### config.mk
export PLATFORM = sky130hd
export DESIGN_NAME = controle_multiciclo
export DESIGN_NICKNAME = d
export VERILOG_FILES = /design/src/rtl/mips_pkg.sv /design/src/rtl/registrador_instrucao.sv /design/src/rtl/controle_multiciclo.sv
export SDC_FILE = /design/constraint.sdc
export NUM_CORES = 1
export LEC_CHECK = 0
export ABC_AREA = 1
export ABC_CLOCK_PERIOD_IN_PS = 2200
export BUFFER_PORTS_ARGS = -buffer_cell sky130_fd_sc_hd__buf_2
export CELL_PAD_IN_SITES_DETAIL_PLACEMENT = 1
export CELL_PAD_IN_SITES_GLOBAL_PLACEMENT = 1
export CORE_MARGIN = 1.5
export CORE_UTILIZATION = 35
export DETAILED_ROUTE_END_ITERATION = 12
export GPL_ROUTABILITY_DRIVEN = 0
export PLACE_DENSITY = 0.9
export SLEW_MARGIN = 20
export SYNTH_ARGS = -nofsm -noshare
export SYNTH_HDL_FRONTEND = slang
export SYNTH_SLANG_ARGS = --single-unit
### constraint.sdc
create_clock -name clk -period 2.2 [get_ports clk]
set_clock_uncertainty 0.2 [all_clocks]
set_input_delay 0.44 -clock clk [delete_from_list [all_inputs] [get_ports clk]]
set_output_delay 0.44 -clock clk [all_outputs]
set_load 0.02 [all_outputs]
### src/rtl/mips_pkg.sv
// Shared definitions for the multi-cycle MIPS control unit: opcodes, state
// encoding, ALU operation codes and PC source selects.
package mips_pkg;

  localparam logic [5:0] OP_RTYPE = 6'b000000;
  localparam logic [5:0] OP_LW    = 6'b100011;
  localparam logic [5:0] OP_SW    = 6'b101011;
  localparam logic [5:0] OP_BEQ   = 6'b000100;
  localparam logic [5:0] OP_J     = 6'b000010;
  localparam logic [5:0] OP_ADDI  = 6'b001000;

  typedef enum logic [3:0] {
    S_FETCH     = 4'd0,
    S_DECODE    = 4'd1,
    S_MEM_ADDR  = 4'd2,
    S_MEM_READ  = 4'd3,
    S_MEM_WB    = 4'd4,
    S_MEM_WRITE = 4'd5,
    S_EXECUTE   = 4'd6,
    S_R_WB      = 4'd7,
    S_BRANCH    = 4'd8,
    S_JUMP      = 4'd9,
    S_ADDI_EXEC = 4'd10,
    S_ADDI_WB   = 4'd11
  } state_t;

  localparam logic [1:0] ALU_ADD   = 2'b00;
  localparam logic [1:0] ALU_SUB   = 2'b01;
  localparam logic [1:0] ALU_FUNCT = 2'b10;

  localparam logic [1:0] PC_ALU    = 2'b00;
  localparam logic [1:0] PC_ALUOUT = 2'b01;
  localparam logic [1:0] PC_JUMP   = 2'b10;

  // Last state of every legal instruction; leaving it retires the instruction.
  function automatic logic is_retire_state(input state_t s);
    return (s == S_MEM_WB) || (s == S_MEM_WRITE) || (s == S_R_WB) ||
           (s == S_BRANCH) || (s == S_JUMP) || (s == S_ADDI_WB);
  endfunction

endpackage

### src/rtl/registrador_instrucao.sv
// 32-bit instruction register with write enable and synchronous reset.
module registrador_instrucao (
  input  logic        clk,
  input  logic        reset,
  input  logic        we,
  input  logic [31:0] d,
  output logic [31:0] q
);

  // Capture the fetched word on write enable, clear on reset.
  always_ff @(posedge clk) begin
    if (reset) q <= 32'd0;
    else if (we) q <= d;
  end

endmodule

### src/rtl/controle_multiciclo.sv
// Multi-cycle MIPS control unit: instruction register, state sequencer,
// Moore-decoded datapath strobes and a retired-instruction counter.
module controle_multiciclo
  import mips_pkg::*;
(
  input  logic        clk,
  input  logic        reset,
  input  logic [31:0] instruction,
  input  logic        zero,
  output logic        pc_write,
  output logic [1:0]  pc_source,
  output logic        ir_write,
  output logic [31:0] ir,
  output logic        mem_read,
  output logic        mem_write,
  output logic        reg_write,
  output logic        reg_dst,
  output logic        mem_to_reg,
  output logic        alu_src_a,
  output logic [1:0]  alu_src_b,
  output logic [1:0]  alu_op,
  output logic        illegal,
  output logic [3:0]  state,
  output logic [15:0] retired
);

  state_t     state_q, state_n;
  logic [5:0] opcode;

  assign opcode = ir[31:26];
  assign state  = state_q;

  registrador_instrucao u_ir (
    .clk   (clk),
    .reset (reset),
    .we    (ir_write),
    .d     (instruction),
    .q     (ir)
  );

  // State register.
  always_ff @(posedge clk) begin
    if (reset) state_q <= S_FETCH;
    else       state_q <= state_n;
  end

  // Next-state and Moore output decode; reset forces FETCH values with strobes off.
  always_comb begin
    state_n    = S_FETCH;
    pc_write   = 1'b0;
    pc_source  = PC_ALU;
    ir_write   = 1'b0;
    mem_read   = 1'b0;
    mem_write  = 1'b0;
    reg_write  = 1'b0;
    reg_dst    = 1'b0;
    mem_to_reg = 1'b0;
    alu_src_a  = 1'b0;
    alu_src_b  = 2'b00;
    alu_op     = ALU_ADD;
    illegal    = 1'b0;
    case (state_q)
      S_FETCH: begin
        ir_write  = 1'b1;
        alu_src_b = 2'b01;
        pc_write  = 1'b1;
        state_n   = S_DECODE;
      end
      S_DECODE: begin
        // Branch target is precomputed here while the opcode is dispatched.
        alu_src_b = 2'b11;
        case (opcode)
          OP_LW, OP_SW: state_n = S_MEM_ADDR;
          OP_RTYPE:     state_n = S_EXECUTE;
          OP_BEQ:       state_n = S_BRANCH;
          OP_J:         state_n = S_JUMP;
          OP_ADDI:      state_n = S_ADDI_EXEC;
          default: begin
            illegal = 1'b1;
            state_n = S_FETCH;
          end
        endcase
      end
      S_MEM_ADDR: begin
        alu_src_a = 1'b1;
        alu_src_b = 2'b10;
        state_n   = (opcode == OP_LW) ? S_MEM_READ : S_MEM_WRITE;
      end
      S_MEM_READ: begin
        mem_read = 1'b1;
        state_n  = S_MEM_WB;
      end
      S_MEM_WB: begin
        reg_write  = 1'b1;
        mem_to_reg = 1'b1;
      end
      S_MEM_WRITE: mem_write = 1'b1;
      S_EXECUTE: begin
        alu_src_a = 1'b1;
        alu_op    = ALU_FUNCT;
        state_n   = S_R_WB;
      end
      S_R_WB: begin
        reg_write = 1'b1;
        reg_dst   = 1'b1;
      end
      S_BRANCH: begin
        alu_src_a = 1'b1;
        alu_op    = ALU_SUB;
        pc_source = PC_ALUOUT;
        pc_write  = zero;
      end
      S_JUMP: begin
        pc_source = PC_JUMP;
        pc_write  = 1'b1;
      end
      S_ADDI_EXEC: begin
        alu_src_a = 1'b1;
        alu_src_b = 2'b10;
        state_n   = S_ADDI_WB;
      end
      S_ADDI_WB: reg_write = 1'b1;
      default: state_n = S_FETCH;
    endcase
    if (reset) begin
      pc_write   = 1'b0;
      ir_write   = 1'b0;
      mem_read   = 1'b0;
      mem_write  = 1'b0;
      reg_write  = 1'b0;
      illegal    = 1'b0;
      pc_source  = PC_ALU;
      reg_dst    = 1'b0;
      mem_to_reg = 1'b0;
      alu_src_a  = 1'b0;
      alu_src_b  = 2'b01;
      alu_op     = ALU_ADD;
    end
  end

  // Retired-instruction counter, bumped when leaving a final instruction state.
  always_ff @(posedge clk) begin
    if (reset) retired <= 16'd0;
    else if (is_retire_state(state_q)) retired <= retired + 16'd1;
  end

endmodule

== Word-level counts from Yosys, hierarchy flattened ==
Index checks and enable logic that the tools add are counted.
Cells by class
  add/sub/neg operators: 1
  equality and inequality tests: 16
  mux-type cells: 28
  reduce and logical (&&, ||, !) cells: 13
Operators by type and width (number)
  $pmux W4 S6: 1
  $pmux W4 S5: 1
  $mux W1: 18
  $add A16 B1 Y16 const B: 1
  $eq A4 B3 Y1 const B: 4
  $eq A4 B4 Y1 const B: 4
  $eq A6 B6 Y1 const B: 2
  $eq A4 B2 Y1 const B: 2
  $pmux W2 S2: 2
  $eq A6 B2 Y1 const B: 1
  $eq A6 B3 Y1 const B: 1
  $eq A6 B4 Y1 const B: 1
  $logic_not A6 Y1: 1
  $mux W2: 3
  $pmux W2 S3: 1
  $reduce_or A2 Y1: 3
  $reduce_or A6 Y1: 1
  $logic_or A1 B1 Y1: 5
  $eq A4 B1 Y1 const B: 1
  $logic_not A4 Y1: 1
  $reduce_or A4 Y1: 1
  $mux W3: 1
  $reduce_or A3 Y1: 1
  $pmux W1 S2: 1
Storage, ports and cells
  bits in registers: 52
  input bits: 35
  output and inout port bits: 67
  logic and storage cells: 61

== Logic depth before layout (Yosys ltp) ==
Gate-level depths: netlist (run 1).
  depth in word-level cells: 6
  mapped depth: 9
  gate-level depth less buffers: 9

== By module ==
From an unflattened synthesis (run 1), not the netlist that was laid out.
Unflattened totals
  cells, all modules: 412
  area, all modules: 2642.5 µm²
By module, submodules not included
  registrador_instrucao: times used 1, cells an instance 203, area an instance 1338.8 µm², seq. area each 640.6 µm²
  controle_multiciclo: times used 1, cells an instance 209, area an instance 1303.8 µm², seq. area each 400.4 µm²

== Worst setup path after synthesis (run 1) ==
OpenSTA, ideal clock, no wires.
  path type: register -> output
  start: reg state_q[0], in the netlist state[0]
  end: out illegal
  arrival time: 1.404 ns
  required time: 1.560 ns
  setup slack: 0.156 ns
  stages on the path, launching flop included: 7
  path buffers: 0
  cell sequence: dfxtp_1 > inv_2 > nor2_1 > nand2_1 > inv_1 > nand2_1 > nor3_1
Between the ends
  cells in the longest elaborated chain, start to end: 3
RTL lines
  start, declared: RTL line controle_multiciclo.sv:27  | state_t state_q, state_n;
  start signal, assigned: RTL line controle_multiciclo.sv:44  | else state_q <= state_n;
  $eq A4 B1 Y1: RTL line controle_multiciclo.sv:62  | case (state_q)
  $mux W1: RTL line controle_multiciclo.sv:62
  $mux W1: RTL line controle_multiciclo.sv:125  | if (reset) begin
  end, declared: RTL line controle_multiciclo.sv:22  | output logic illegal,
No other way between the ends.

== Worst setup path in the final report (run 1) ==
  start: reg state_q[0], in the netlist state[0]
  end: out alu_src_a
Between the ends
  cells in the longest elaborated chain, start to end: 4
  elaborated cells between the ends (all ways): 7
  those cells by class: eq/ne (4); mux (2); reduce/logical (1)
RTL lines
  $eq A4 B4 Y1, or another cell as far along: RTL line controle_multiciclo.sv:62
  $reduce_or A4 Y1 (no line) *
  $mux W1 *: RTL line controle_multiciclo.sv:62
  $mux W1 *: RTL line controle_multiciclo.sv:125
  end, declared: RTL line controle_multiciclo.sv:19  | output logic alu_src_a,
Mark *: on every way between the ends. The rest lies on a longest branch, timed or not.

==> impl_metrics.env, run 1 <==
export IMPL_coreArea_um2=6790
export IMPL_critPathBufInv=3
export IMPL_antenna_found_initial=0
export IMPL_setup_viol=0
export IMPL_crit_fanout=5
export IMPL_seq_area_frac_synth_pct=42.4
export IMPL_syn2layout_area_growth_pct=29.5
export IMPL_hold_viol_final=0
export IMPL_final_cell_area_um2=3180
export IMPL_synth_seq_cells=52
export IMPL_p_leak_nw=1.62
export IMPL_chipHeight_um=86.7
export IMPL_synth_edf_count=0
export IMPL_grt_busiest_layer="met2"
export IMPL_nNetsFinal=486
export IMPL_layout_drive_gt1_share_pct=31.9
export IMPL_drtIter0Drc=83
export IMPL_vias=2571
export IMPL_period_needed_ns=2.09
export IMPL_crit_arrival_ns=1.45
export IMPL_syn_area_um2=2450
export IMPL_slowest_delay_ns=0.34
export IMPL_clockRootBuffer="clkbuf_8"
export IMPL_met1_usage_pct=22.9
export IMPL_max_vdd_ir_drop_uv=568
export IMPL_rsz0062_at_grt="true"
export IMPL_power_total_mw=3.99
export IMPL_syn_area_per_cell_um2=7.05
export IMPL_async_reset_ff_share_pct=0
export IMPL_grt_pass1_wl_mm=11.6
export IMPL_routed_via_density=4.70
export IMPL_grt_max_degree=29
export IMPL_die_area_um2=7520
export IMPL_hpwl_mm=5.57
export IMPL_rows=30
export IMPL_cp_slowest_cell="dfxtp_2"
export IMPL_grt_use_met3_pct=6.19
export IMPL_clockBufferDepth=2
export IMPL_status="completed"
export IMPL_h_tree_depth=2
export IMPL_dr_pass1_iters=4
export IMPL_dp_slack_ns=0.306
export IMPL_cts_setup_buffers=0
export IMPL_yosys_warnings=0
export IMPL_cpMostUsedCell="nand2_1"
export IMPL_clock_sinks=52
export IMPL_cp_top_family="simple AND/OR/NAND/NOR gates"
export IMPL_clk_pin_slew_ns=0.09
export IMPL_met2_usage_pct=32.7
export IMPL_io_pins=102
export IMPL_grt_ovfl_total=0
export IMPL_maxSlewHeadroom_pct=70.8
export IMPL_antenna_cells=0
export IMPL_synthCells=348
export IMPL_end_kind="output pin"
export IMPL_placed_area_um2=3060
export IMPL_cts_tree="done"
export IMPL_port_buffer_count=101
export IMPL_ant_nets=0
export IMPL_drc=0
export IMPL_die_x_um=86.7
export IMPL_wl_per_cell_um=13.0
export IMPL_netlist_cell_type_count=27
export IMPL_crit_type="reg -> out"
export IMPL_clk_latency_ns=0.30
export IMPL_hold_ws_ns=0.161
export IMPL_drt_total_wl_mm=7.09
export IMPL_setup_ws_ns=0.105
export IMPL_power_density_nw_per_um2=1260
export IMPL_maxCapViolations=0
export IMPL_hold_path_class="in -> reg"
export IMPL_crit_chain="inv_2 -> nand2_4 -> inv_2 -> nand2_1 -> nand2_1 -> nand2_1 -> nand2_1 -> buf_2"
export IMPL_synth_flop_cell="dfxtp_1"
export IMPL_syn_nets=384
export IMPL_drv_slew=0
export IMPL_grt_usage_pct=19.3
export IMPL_setup_worst_path_start_class="flip-flop"
export IMPL_grt_pass1_vias=2565
export IMPL_fin_crit_sh_pct=95.2
export IMPL_initial_core_util_pct=36.1
export IMPL_tightest_slew_ns=0.438
export IMPL_cp_required_ns=1.56
export IMPL_fmax_ghz=0.477
export IMPL_cts_buffers=5
-- final cells by class --
class / instances / area (um^2)
sequential: 52 / 1050
tap: 96 / 120
multi-input combinational: 245 / 1210
clock buffer: 7 / 86.3
clock inverter: 1 / 7.51
inverter: 38 / 143
fill: 921 / 3620
timing repair buffer: 108 / 558
-- worst reg2reg max path, stage by stage, from the launching register on --
cell and delay (ns):
dfxtp_2 0.34, inv_2 0.12, nand2_1 0.11, inv_2 0.08, nand2_2 0.09, buf_4 0.21
inv_2 0.35, nand2_1 0.11, a21oi_1 0.17
-- per-stage QoR --
stage | util (%) | setup TNS [ns] | instances
2_1_floorplan | - | 0 | 348
3_3_place_gp | 45.1 | 0 | 539
3_5_place_dp | 45.1 | 0 | 539
4_1_cts | 46.5 | 0 | 547
5_1_grt | 46.7 | -0.00738 | 547
6_report | 46.7 | 0 | 547
-- cell usage after synthesis (2+ instances only) --
library cell	number	area [um^2]
nand3_2	2	20.0
inv_2	5	18.8
clkbuf_1	6	22.5
a31oi_1	4	25.0
a211oi_1	4	30.0
nand2_4	5	56.3
o21a_1	2	15.0
nor2_2	2	12.5
buf_2	6	30.0
o21ai_0	11	55.1
nand3_1	10	50.1
nor2_1	44	165
nor2_8	2	40.0
inv_1	33	124
dfxtp_1	52	1040
nor3_1	5	25.0
nand4_1	12	75.1
o21ai_1	3	15.0
a21oi_1	35	175
nand2_2	3	18.8
nand2_1	96	360
-- state kept, by name, summed over array words and instances (netlist names) --
| signal | count |
|---|---|
| retired | 16 |
| state | 4 |
| u_ir.q | 32 |
-- cells in the final DEF (no fill, tap or decap), drive strengths merged, types with 2 or more instances in the layout --
cell / count
inv: 38
nand4: 12
o21a: 2
dfxtp: 52
a31oi: 4
a21oi: 35
nand3: 13
nor2: 49
nand2: 104
clkbuf: 7
nor3: 6
o21ai: 14
buf: 108
a211oi: 4
-- path summary, 6_finish.rpt --
path,cells after the start,slack (ns),endpoint,start
worst max-delay path,8,0.11,alu_src_a,state[0]$_SDFF_PP0_
worst min-delay path,3,0.16,u_ir.q[12]$_SDFFE_PP0P_,instruction[12]
worst max register to register,8,0.37,u_ir.q[17]$_SDFFE_PP0P_,state[0]$_SDFF_PP0_
worst min register to register,2,0.27,u_ir.q[23]$_SDFFE_PP0P_,u_ir.q[23]$_SDFFE_PP0P_
-- power breakdown --
part	total [mW]	switching, mW	internal (mW)	leakage (nW)
Clock	0.579	0.322	0.257	0.0445
Sequential	1.42	0.200	1.22	0.429
Combinational	1.99	1.39	0.601	1.15
Total	3.99	1.91	2.08	1.62
-- per-layer routing --
layer | wire, um | share of wire [%]
met1 | 3050 | 43
met2 | 3370 | 48
met3 | 534 | 7.5
met4 | 141 | 2.0
met5 | 0 | 0
-- cells by family (layout without fill, tap and decap cells) --
family	count (synthesis)	after routing	synth area share, %
adders and majority gates	1	1	0.510
DFF	52	52	42.4
AOI/OAI and AO/OA	59	59	12.9
and+or+nand+nor	185	185	35.7
buffers and inverters	51	154	8.52
-- repair_timing --
action,CTS,global route
pin swaps,0,2
hold buffers,0,0
setup endpoints to repair,3,4
resized for setup,3,6
No activity file was read; power rests on OpenSTA's default activity.
==> run 2, diff against run 1 <==
Settings changed: CORE_UTILIZATION 35 to 36, CTS_BUF_LIST set to sky130_fd_sc_hd__clkbuf_4 sky130_fd_sc_hd__clkbuf_8, PLACE_DENSITY 0.9 to 0.92, SKIP_LAST_GASP set to 1.
==> run 2 against run 1 <==
The run now ends with DRC left. Critical path depth down 2. Combinational power about the same. Design area up 0.28%. Cell count down 3.5%. Die area down 2.7%. Sequential share of layout area down 0.091 points. Setup slack worse by 0.014 ns. Critical endpoint unchanged. Largest cell class unchanged.
==> impl_metrics.env, run 2 (synthesis gave the netlist of run 1 again) <==
export IMPL_chipHeight_um=85.5
export IMPL_grt_usage_pct=20.1
export IMPL_port_buffer_count=101
export IMPL_grt_max_degree=37
export IMPL_routed_via_density=4.94
export IMPL_syn2layout_area_growth_pct=29.8
export IMPL_cts_buffers=5
export IMPL_tightest_slew_ns=0.469
export IMPL_clk_latency_ns=0.30
export IMPL_final_core_util_pct=49.3
export IMPL_rows=29
export IMPL_grt_pass1_wl_mm=12.0
export IMPL_crit_fanout=4
export IMPL_coreArea_um2=6460
export IMPL_clock_sinks=52
export IMPL_maxSlewHeadroom_pct=68.7
export IMPL_max_vdd_ir_drop_uv=636
export IMPL_initial_core_util_pct=38.0
export IMPL_status="finished with violations"
export IMPL_fillers=881
export IMPL_grt_pass1_vias=2683
export IMPL_vias=2608
export IMPL_power_density_nw_per_um2=1300
export IMPL_hold_path_class="in -> reg"
export IMPL_wl_per_cell_um=14.2
export IMPL_fin_crit_sh_pct=95.8
export IMPL_cts_hold_buffers_added=0
export IMPL_final_common_cell="buf_2"
export IMPL_grt_ovfl_total=0
export IMPL_cts_tree="done"
export IMPL_clk_pin_slew_ns=0.10
export IMPL_die_x_um=85.5
export IMPL_ant_nets=0
export IMPL_nNetsFinal=486
export IMPL_crit_arrival_ns=1.47
export IMPL_maxCapViolations=0
export IMPL_drc=7
export IMPL_rsz0062_at_grt="false"
export IMPL_io_pins=102
export IMPL_largest_register_ffs=32
export IMPL_hpwl_mm=5.78
export IMPL_clockRootBuffer="clkbuf_8"
export IMPL_drt_total_wl_mm=7.51
export IMPL_p_leak_nw=1.64
export IMPL_drtIter0Drc=83
export IMPL_top_register="u_ir.q"
export IMPL_layout_drive_gt1_share_pct=32.6
export IMPL_tns_ns=0
export IMPL_setup_ws_ns=0.0914
export IMPL_layout_common_cells="buf_2, nand2_1, dfxtp_1"
export IMPL_dr_pass1_iters=8
export IMPL_end_kind="output pin"
export IMPL_period_needed_ns=2.11
export IMPL_fmax_ghz=0.474
export IMPL_antenna_found_initial=0
export IMPL_dp_slack_ns=0.301
export IMPL_setup_viol=0
export IMPL_cp_required_ns=1.56
export IMPL_h_tree_depth=2
export IMPL_crit_type="reg -> out"
export IMPL_violations="DRC"
export IMPL_antenna_cells=0
export IMPL_setup_worst_path_start_class="flip-flop"
export IMPL_drv_slew=0
export IMPL_die_area_um2=7320
export IMPL_hold_viol_final=0
export IMPL_clockBufferDepth=2
## run 2: worst max-delay path, cell delays in order (launching register included)
cell and delay [ns]:
dfxtp_2 0.35, inv_2 0.10, nand2_1 0.13, nor2_1 0.19, nand2_1 0.14, nand2_1 0.10, buf_2 0.16
## run 2: final timing paths
kind                                start                       to  slack, ns  cells past startpoint
setup / recovery      state[0]$_SDFF_PP0_                alu_src_a       0.09                      6
hold / removal            instruction[22]  u_ir.q[22]$_SDFFE_PP0P_       0.16                      3
setup reg to reg      state[1]$_SDFF_PP0_   u_ir.q[1]$_SDFFE_PP0P_       0.46                      7
hold reg to reg   u_ir.q[21]$_SDFFE_PP0P_  u_ir.q[21]$_SDFFE_PP0P_       0.27                      2
## run 2: timing repair
action | CTS | global route
gates resized for setup | 3 | 8
buffers inserted | 0 | 1
endpoints found under the setup margin | 3 | 4
hold endpoints to repair | 0 | 0
pin swaps | 0 | 2
## run 2: routing by layer
layer	share of wire (%)	routed length, um	track usage, %	vias up
met5	0	0	0	-
met4	0.61	46	5.57	0
met3	7.6	570	6.35	4
met2	49	3690	35.9	77
met1	43	3210	23.1	1208
li1	-	-	-	1319
## run 2: cell type report
cell class / instances / area [um^2] / area share, %
Multi-Input combinational cell: 245 / 1210 / 38.2
Sequential cell: 52 / 1050 / 32.9
Timing Repair Buffer: 108 / 561 / 17.6
Inverter: 38 / 143 / 4.48
Tap cell: 77 / 96.3 / 3.03
Clock buffer: 6 / 82.6 / 2.59
Clock inverter: 2 / 38.8 / 1.22
## run 2: power by group
part,total [mW],switching (mW),internal [mW],leakage [nW]
Clock,0.703,0.330,0.373,0.0614
Sequential,1.43,0.205,1.22,0.429
Combinational,2.02,1.42,0.596,1.15
Total,4.15,1.96,2.19,1.64
## run 2: through the flow
stage	total power, mW	area (um^2)	std cells	hold slack [ns]
2_1_floorplan	2.80	2450	348	0.339
3_3_place_gp	3.34	3030	519	0.248
3_5_place_dp	3.43	3030	519	0.253
4_1_cts	4.15	3160	527	0.149
5_1_grt	4.46	3180	528	0.164
6_report	4.15	3180	528	0.155
==> run 3, diff against run 2 <==
Settings changed: ABC_CLOCK_PERIOD_IN_PS 2200 to 2400, CORE_UTILIZATION 36 to 34, PLACE_DENSITY 0.92 to 0.88.
Clock period 2.2 ns to 2.4 ns, I/O delays scaled along.
==> run 3 against run 2 <==
The run now ends clean. Flip-flop and latch count is the same. Setup slack gained 0.061 ns. Wire length shrank 5.1%. Register-to-register slack gained 0.21 ns. Core utilization shrank 3.3 points. Non-clock buffer count shrank 3. Global-route usage shrank 1.3 points. Critical path depth grew 2. Cell count grew 3.0%. Largest cell class unchanged.
==> impl_metrics.env, run 3 (synthesis gave the netlist of run 1 again) <==
export IMPL_period_needed_ns=2.25
export IMPL_clock_sinks=52
export IMPL_rsz0062_at_grt="false"
export IMPL_crit_arrival_ns=1.57
export IMPL_reg2reg_depth=7
export IMPL_tns_ns=0
export IMPL_layout_common_cells="buf_2, nand2_1, dfxtp_1"
export IMPL_vias=2562
export IMPL_layout_drive_gt1_share_pct=30.4
export IMPL_cts_hold_buffers_added=0
export IMPL_coreArea_um2=6870
export IMPL_antenna_found_initial=0
export IMPL_hpwl_mm=5.55
export IMPL_die_area_um2=7730
export IMPL_setup_viol=0
export IMPL_r2r_start="state[0]$_SDFF_PP0_"
export IMPL_tightest_slew_ns=0.450
export IMPL_crit_type="reg -> out"
export IMPL_r2r_end="u_ir.q[16]$_SDFFE_PP0P_"
export IMPL_ant_nets=0
export IMPL_clk_pin_slew_ns=0.11
export IMPL_top_register="u_ir.q"
export IMPL_chipHeight_um=87.9
export IMPL_end_kind="output pin"
export IMPL_final_common_cell="buf_2"
export IMPL_io_pins=102
export IMPL_endpoint="alu_src_a"
export IMPL_final_core_util_pct=46.0
export IMPL_power_density_nw_per_um2=1180
export IMPL_max_vdd_ir_drop_uv=481
export IMPL_setup_worst_path_start_class="flip-flop"
export IMPL_crit_cells=8
export IMPL_antenna_cells=0
export IMPL_slowest_delay_ns=0.51
export IMPL_grt_ovfl_total=0
export IMPL_grt_usage_pct=18.8
export IMPL_grt_pass1_vias=2496
export IMPL_hold_path_class="in -> reg"
export IMPL_dr_pass1_iters=6
export IMPL_clockBufferDepth=2
export IMPL_drc=0
export IMPL_grt_max_degree=35
export IMPL_cp_top_family="simple AND/OR/NAND/NOR gates"
export IMPL_critPathLaunch="state[2]$_SDFF_PP0_"
export IMPL_die_x_um=87.9
export IMPL_crit_fanout=6
export IMPL_drt_total_wl_mm=7.13
export IMPL_h_tree_depth=2
export IMPL_nNetsFinal=483
export IMPL_fin_crit_sh_pct=93.6
export IMPL_cpMostUsedCell="nand2_1"
export IMPL_reg2reg_slack_ns=0.67
export IMPL_routed_via_density=4.71
export IMPL_rows=30
export IMPL_wl_per_cell_um=13.1
export IMPL_clockRootBuffer="clkbuf_8"
export IMPL_cts_tree="done"
export IMPL_critPathBufInv=2
export IMPL_port_buffer_count=101
export IMPL_fmax_ghz=0.445
export IMPL_cts_resized=0
export IMPL_grt_pass1_wl_mm=11.5
export IMPL_cp_slowest_cell="dfxtp_1"
export IMPL_drtIter0Drc=33
export IMPL_maxCapViolations=0
export IMPL_largest_register_ffs=32
export IMPL_initial_core_util_pct=35.7
export IMPL_clk_latency_ns=0.31
export IMPL_cp_required_ns=1.72
export IMPL_hold_viol_final=0
export IMPL_status="completed"
export IMPL_syn2layout_area_growth_pct=28.8
export IMPL_cts_buffers=5
export IMPL_p_leak_nw=1.62
export IMPL_drv_slew=0
export IMPL_cts_setup_buffers=0
export IMPL_maxSlewHeadroom_pct=69.9
export IMPL_crit_chain="inv_1 -> nand2_1 -> nand2_4 -> nand2_1 -> nand2_1 -> nand2_1 -> nand2_1 -> buf_2"
==> run 3: metal layers <==
| metal | vias up | routed length (um) | track usage [%] |
|---|---|---|---|
| met5 | - | 0 | 0 |
| met2 | 79 | 3370 | 31.9 |
| met4 | 0 | 50 | 4.33 |
| met3 | 4 | 582 | 6.50 |
| li1 | 1311 | - | - |
| met1 | 1168 | 3120 | 22.9 |
==> run 3: layout make-up <==
cell class / instances / area (um^2)
repair buffers: 105 / 536
inverters: 38 / 143
clock buffers: 5 / 68.8
clock inverters: 3 / 46.3
multi-input cells: 245 / 1200
flip-flops and latches: 52 / 1040
well taps: 96 / 120
fillers: 929 / 3710
==> run 3: power breakdown <==
| group | total, mW | internal (mW) | switching [mW] |
|---|---|---|---|
| Sequential | 1.30 | 1.11 | 0.183 |
| Combinational | 1.79 | 0.523 | 1.27 |
| Clock | 0.637 | 0.315 | 0.322 |
| Total | 3.73 | 1.95 | 1.78 |
==> run 3: worst min path at each step <==
stage | start | to | depth (start not counted)
floorplan | retired[4]$_SDFFE_PP0P_ | retired[4]$_SDFFE_PP0P_ | 2
global placement | u_ir.q[16]$_SDFFE_PP0P_ | u_ir.q[16]$_SDFFE_PP0P_ | 2
detailed placement | u_ir.q[1]$_SDFFE_PP0P_ | u_ir.q[1]$_SDFFE_PP0P_ | 2
CTS | instruction[18] | u_ir.q[18]$_SDFFE_PP0P_ | 3
global route | instruction[18] | u_ir.q[18]$_SDFFE_PP0P_ | 3
finish | instruction[18] | u_ir.q[18]$_SDFFE_PP0P_ | 3
==> run 3: stage by stage <==
stage	instances	total power [mW]	instance area, um^2	hold WS (ns)	worst slack (ns)
after floorplan	348	2.57	2450	0.339	0.316
after global placement	536	3.07	3040	0.248	0.405
after CTS	544	3.78	3160	0.181	0.141
after detailed placement	536	3.13	3040	0.257	0.399
final	544	3.73	3160	0.190	0.153
after global routing	544	4.01	3160	0.190	0.0181
==> run 3: worst register-to-register path, stage by stage (launching register included) <==
cell and delay, ns:
dfxtp_1 0.38, inv_2 0.08, nand2_1 0.13, inv_2 0.07, nand2_2 0.17, buf_4 0.36, nand2_1 0.09, a21oi_1 0.19
